--- config.mk ---
export PLATFORM = sky130hd
export DESIGN_NAME = alu_rr_arbiter
export DESIGN_NICKNAME = d
export VERILOG_FILES = /design/src/rtl/alu_rr_arbiter.sv
export SDC_FILE = /design/constraint.sdc
export NUM_CORES = 1
export LEC_CHECK = 0
export BUFFER_PORTS_ARGS = -buffer_cell sky130_fd_sc_hd__clkbuf_2
export CELL_PAD_IN_SITES_DETAIL_PLACEMENT = 0
export CELL_PAD_IN_SITES_GLOBAL_PLACEMENT = 2
export CORE_ASPECT_RATIO = 1.5
export CORE_UTILIZATION = 28
export CTS_CLUSTER_SIZE = 25
export DETAILED_ROUTE_END_ITERATION = 16
export PLACE_DENSITY = 0.92
export SETUP_SLACK_MARGIN = 0.2
export SLEW_MARGIN = 10
export SYNTH_ARGS = -nofsm -noshare
export SYNTH_HDL_FRONTEND = slang
export SYNTH_SLANG_ARGS = --single-unit
--- constraint.sdc ---
create_clock -name i_clk -period 6.44 [get_ports i_clk]
set_clock_uncertainty 0.2 [all_clocks]
set_input_delay 0.644 -clock i_clk [delete_from_list [all_inputs] [get_ports i_clk]]
set_output_delay 0.644 -clock i_clk [all_outputs]
set_load 0.01 [all_outputs]
--- src/rtl/alu_rr_arbiter.sv ---
// alu_rr_arbiter: round-robin sequencer that shares one fixed-point ALU
// among N_REQ requesters. It handles one operation at a time: it grants a
// request, issues the operation to the ALU, and returns either the ALU
// result or a watchdog error to the winning requester.
module alu_rr_arbiter #(
    parameter int N_REQ   = 4,
    parameter int INST_W  = 4,
    parameter int DATA_W  = 16,
    parameter int TIMEOUT = 15
) (
    input  logic                      i_clk,
    input  logic                      i_rst_n,
    input  logic [N_REQ-1:0]          i_req,
    input  logic [N_REQ*INST_W-1:0]   i_inst,
    input  logic [N_REQ*DATA_W-1:0]   i_data_a,
    input  logic [N_REQ*DATA_W-1:0]   i_data_b,
    output logic [N_REQ-1:0]          o_gnt,
    output logic [N_REQ-1:0]          o_rsp_valid,
    output logic [DATA_W-1:0]         o_rsp_data,
    output logic                      o_rsp_err,
    output logic                      o_busy,
    output logic                      o_alu_valid,
    input  logic                      i_alu_busy,
    output logic [INST_W-1:0]         o_alu_inst,
    output logic [DATA_W-1:0]         o_alu_a,
    output logic [DATA_W-1:0]         o_alu_b,
    input  logic                      i_alu_out_valid,
    input  logic [DATA_W-1:0]         i_alu_data
);

    localparam int IDX_W = $clog2(N_REQ);
    localparam logic [IDX_W-1:0] LAST_RST = IDX_W'(N_REQ - 1);
    localparam logic [7:0]       TMO      = 8'(TIMEOUT);

    typedef enum logic [1:0] {
        S_IDLE,
        S_ISSUE,
        S_WAIT
    } state_t;

    state_t             state_q;
    logic [IDX_W-1:0]   last_q;
    logic [IDX_W-1:0]   cur_q;
    logic [7:0]         wdog_q;
    logic [7:0]         wdog_d;
    logic [N_REQ-1:0]   gnt_q;
    logic [N_REQ-1:0]   rsp_valid_q;
    logic [DATA_W-1:0]  rsp_data_q;
    logic               rsp_err_q;
    logic               busy_q;
    logic               alu_valid_q;
    logic [INST_W-1:0]  alu_inst_q;
    logic [DATA_W-1:0]  alu_a_q;
    logic [DATA_W-1:0]  alu_b_q;

    logic               win_vld;
    logic [IDX_W-1:0]   win_idx;
    logic [IDX_W-1:0]   cand;

    assign wdog_d = wdog_q + 8'd1;

    // Pick the first requester after the last served one, wrapping around.
    always_comb begin
        win_vld = 1'b0;
        win_idx = '0;
        cand    = '0;
        for (int i = 1; i <= N_REQ; i++) begin
            cand = IDX_W'((int'(last_q) + i) % N_REQ);
            if (!win_vld && i_req[cand]) begin
                win_vld = 1'b1;
                win_idx = cand;
            end
        end
    end

    // Control FSM with registered outputs; pulses default low every cycle.
    always_ff @(posedge i_clk or negedge i_rst_n) begin
        if (!i_rst_n) begin
            state_q     <= S_IDLE;
            last_q      <= LAST_RST;
            cur_q       <= '0;
            wdog_q      <= '0;
            gnt_q       <= '0;
            rsp_valid_q <= '0;
            rsp_data_q  <= '0;
            rsp_err_q   <= 1'b0;
            busy_q      <= 1'b0;
            alu_valid_q <= 1'b0;
            alu_inst_q  <= '0;
            alu_a_q     <= '0;
            alu_b_q     <= '0;
        end else begin
            gnt_q       <= '0;
            rsp_valid_q <= '0;
            alu_valid_q <= 1'b0;
            unique case (state_q)
                S_IDLE: begin
                    if (win_vld) begin
                        cur_q          <= win_idx;
                        gnt_q[win_idx] <= 1'b1;
                        alu_inst_q     <= i_inst[win_idx*INST_W +: INST_W];
                        alu_a_q        <= i_data_a[win_idx*DATA_W +: DATA_W];
                        alu_b_q        <= i_data_b[win_idx*DATA_W +: DATA_W];
                        busy_q         <= 1'b1;
                        state_q        <= S_ISSUE;
                    end
                end
                S_ISSUE: begin
                    if (!i_alu_busy) begin
                        alu_valid_q <= 1'b1;
                        wdog_q      <= '0;
                        state_q     <= S_WAIT;
                    end
                end
                S_WAIT: begin
                    wdog_q <= wdog_d;
                    // A real result wins over a watchdog expiry in the same cycle.
                    if (i_alu_out_valid) begin
                        rsp_data_q         <= i_alu_data;
                        rsp_err_q          <= 1'b0;
                        rsp_valid_q[cur_q] <= 1'b1;
                        last_q             <= cur_q;
                        busy_q             <= 1'b0;
                        state_q            <= S_IDLE;
                    end else if (wdog_d == TMO) begin
                        rsp_data_q         <= '0;
                        rsp_err_q          <= 1'b1;
                        rsp_valid_q[cur_q] <= 1'b1;
                        last_q             <= cur_q;
                        busy_q             <= 1'b0;
                        state_q            <= S_IDLE;
                    end
                end
                default: state_q <= S_IDLE;
            endcase
        end
    end

    assign o_gnt       = gnt_q;
    assign o_rsp_valid = rsp_valid_q;
    assign o_rsp_data  = rsp_data_q;
    assign o_rsp_err   = rsp_err_q;
    assign o_busy      = busy_q;
    assign o_alu_valid = alu_valid_q;
    assign o_alu_inst  = alu_inst_q;
    assign o_alu_a     = alu_a_q;
    assign o_alu_b     = alu_b_q;

endmodule

==> flow_summary_export.csv <==
group,metric,value,unit
detailed_routing,route.detailed.drc,0,
sta,maxSlewHeadroom,0.3386,
global_route,antenna_found_initial,0,
critical_path,crit_path_end_kind,"flop",
clock_tree,cts.sinks,77,
global_route,grt_pass1_vias,3922,
critical_path,cp_max_fo,48,
floorplan,num_io_pins,231,
logic_synthesis,ys_ff_latch,77,
logic_synthesis,synth_edf_count,0,
logic_synthesis,synthTopCellsByCount,"75 x dfrtp_1, 48 x nor2_1, 39 x mux2i_1",
sta,tightest_slew,0.9921,ns
global_route,grtUsageTotal,0.1541,
global_route,use_met1,0.1679,
logic_synthesis,dominantRegCellSynth,"dfrtp_1",
logic_synthesis,syn_inst,364,
place,dpl-instance-area,0.005479,mm2
floorplan,rows,54,
floorplan,core,0.01459,mm2
layout,nFillCells,1517,
layout,register_area,0.001929,mm2
critical_path,reg2reg_depth,6,
critical_path,start_kind,"flop",
detailed_routing,drt_iter0_markers,78,
sta,hold_violations,0,
logic_synthesis,synthTopCellsByArea,"dfrtp_1 45%, mux2_4 12%, mux2i_1 9.3%, a221o_1 8.6%, nor2_1 4.3%",
global_route,gr-total-overflow,0,
sta,post-route-min-period,2.975,ns
layout,fin_nets,752,
critical_path,crit_required,6.45,ns
clock_tree,insertion_delay,0.33,ns
clock_tree,cts.htree.levels,3,
layout,multi_input_area,0.002102,mm2
sta,slew_viol_final,0,
clock_tree,numCtsBuffers,9,
power,power.density,421.3,mW/mm2
logic_synthesis,synth-seq-area-share,0.4584,
floorplan,chipHeight,152.2,um
detailed_routing,vias_per_cell,4.796,
power,ir_drop,0.0001671,V
logic_synthesis,syn-cell-area,0.004209,mm2
sta,fmax,336.1,MHz
global_route,top_usage_layer,"met2",
layout,drive_above_1_share,0.5026,
critical_path,startpoint,"last_q[1]",
floorplan,dieArea,0.01554,mm2
logic_synthesis,syn_nets,534,
global_route,grt_util_met2,0.2822,
logic_synthesis,synth_most_common_cell,"dfrtp_1",
detailed_routing,drtAntennaViolNets,0,
sta,rsz0062_at_grt,"no",
power,p_leak,3.050,nW
worst_hold_path,hp-start,"cur_q[0]",
detailed_routing,first_pass_iters,4,
clock_tree,clkTransAtPathRegs,0.06,ns
logic_synthesis,syn_avg_cell_area,11.56,um2
place,dpl.hpwl,8738,um
clock_tree,post_cts_buffers,0,
worst_hold_path,min_path_type,"flop to flop",
worst_hold_path,hold_path_depth,1,
layout,areaGrowthSynthToFinish,37.25,%
detailed_routing,routed_wl,11740,um
logic_synthesis,synth_top_area_frac,0.4459,
clock_tree,clockRootBuffer,"clkbuf_16",
global_route,grt_use_met3,0.02844,
logic_synthesis,async_reset_ff_frac,1.000,
clock_tree,cts_tree,"done",
logic_synthesis,synth_cell_type_count,45,
clock_tree,clockBufferDepth,2,
logic_synthesis,yosys_warnings,0,
layout,stdcell_area,0.005777,mm2
place,place.gp.congestion,0.7838,
critical_path,path_class,"flop to flop",
power,total_power,2.434,mW
layout,antenna_cells,0,
place,port_buffers,230,
critical_path,reg2reg_from,"last_q[1]",
sta,fin_crit_sh,0.4620,
outcome,status,"finished, final reports clean",
detailed_routing,vias,3755,
detailed_routing,wire_per_inst,15.00,um
clock_tree,cts_resized,0,
clock_tree,hold_buffers,0,
sta,fin_tns_setup,0,ns
floorplan,die_x,102.1,um
sta,hold_ws,0.2614,ns
run,drv_cap,0,
global_route,grt_max_degree,78,
floorplan,start_util,0.2884,
global_route,grt_pass1_wl,18730,um
sta,setup-violations-final,0,
critical_path,cp_data_arrival_time,2.98,ns
logic_synthesis,yosysTopAreaCell,"dfrtp_1",
cells in the final DEF, fill, tap and decap left out, drive strengths merged, types with 3 or more instances in the layout:
cell type,n
mux2i,39
nor2,50
xnor2,4
buf,4
mux2,37
nand3,3
a221o,36
o21ai,12
nor3,9
clkbuf,238
a31oi,3
nand2,17
dfrtp,75
a21oi,4
a22o,16
inv,9
sequential cells by signal, indices dropped and copies added (netlist names):
name / flops
o_busy: 1
last_q: 2
o_alu_inst: 4
o_rsp_valid: 4
o_gnt: 4
o_alu_valid: 1
wdog_q: 8
o_rsp_err: 1
cur_q: 2
o_rsp_data: 16
o_alu_a: 16
state_q: 2
o_alu_b: 16
critical path, cell delays in order (launching register included):
cell and delay, ns:
dfstp_2 0.62, nand2b_1 0.16, a21oi_2 0.07, o221ai_4 0.36, buf_4 0.70, mux2_2 0.41
a221o_1 0.31
cell type report:
type | count | share of cell area
inverter | 7 | 0.004548
multi-input combinational | 254 | 0.3639
timing repair buffer | 233 | 0.2036
clock buffer | 9 | 0.03899
tap | 196 | 0.04245
clock inverter | 7 | 0.01256
sequential | 77 | 0.3340
report_power, final:
part	internal, mW	total, mW	switching [mW]
Combinational	0.535	1.11	0.572
Clock	0.301	0.505	0.204
Sequential	0.690	0.822	0.132
Total	1.53	2.43	0.908
metrics by stage:
step / std cells / setup slack, ns / utilization
4_1_cts: 783 / 3.444 / 0.3958
3_5_place_dp: 767 / 3.253 / 0.3754
6_report: 783 / 3.465 / 0.3958
3_3_place_gp: 767 / 3.314 / 0.3754
2_1_floorplan: 364 / 4.213 / -
5_1_grt: 783 / 3.295 / 0.3958
cell families after synthesis:
| family | after synthesis | share of synthesized area |
|---|---|---|
| AOI/OAI and AO/OA | 80 | 0.1620 |
| buffers and inverters | 33 | 0.04637 |
| xor gates and xnor gates | 5 | 0.01040 |
| adders and majority gates | 2 | 0.005944 |
| muxes | 76 | 0.2212 |
| and+or+nand+nor | 91 | 0.09572 |
| DFF | 77 | 0.4584 |
metal layers:
layer | vias to the layer above | part of all wire | wire length, um
li1 | 1789 | - | -
met1 | 1775 | 0.39 | 4592
met2 | 169 | 0.53 | 6215
met3 | 22 | 0.054 | 633
met4 | 0 | 0.026 | 300
met5 | - | 0 | 0
path summary, 6_finish.rpt:
check | slack [ns] | endpoint
max in group asynchronous | 5.11 | o_alu_a[1]
hold reg to reg | 0.26 | o_rsp_valid[2]
min in group asynchronous | 0.28 | wdog_q[7]
setup / recovery | 3.46 | o_alu_b[0]
hold / removal | 0.26 | o_rsp_valid[2]
setup reg to reg | 3.46 | o_alu_b[0]
Note: power is estimated with default switching activity, not from simulation.
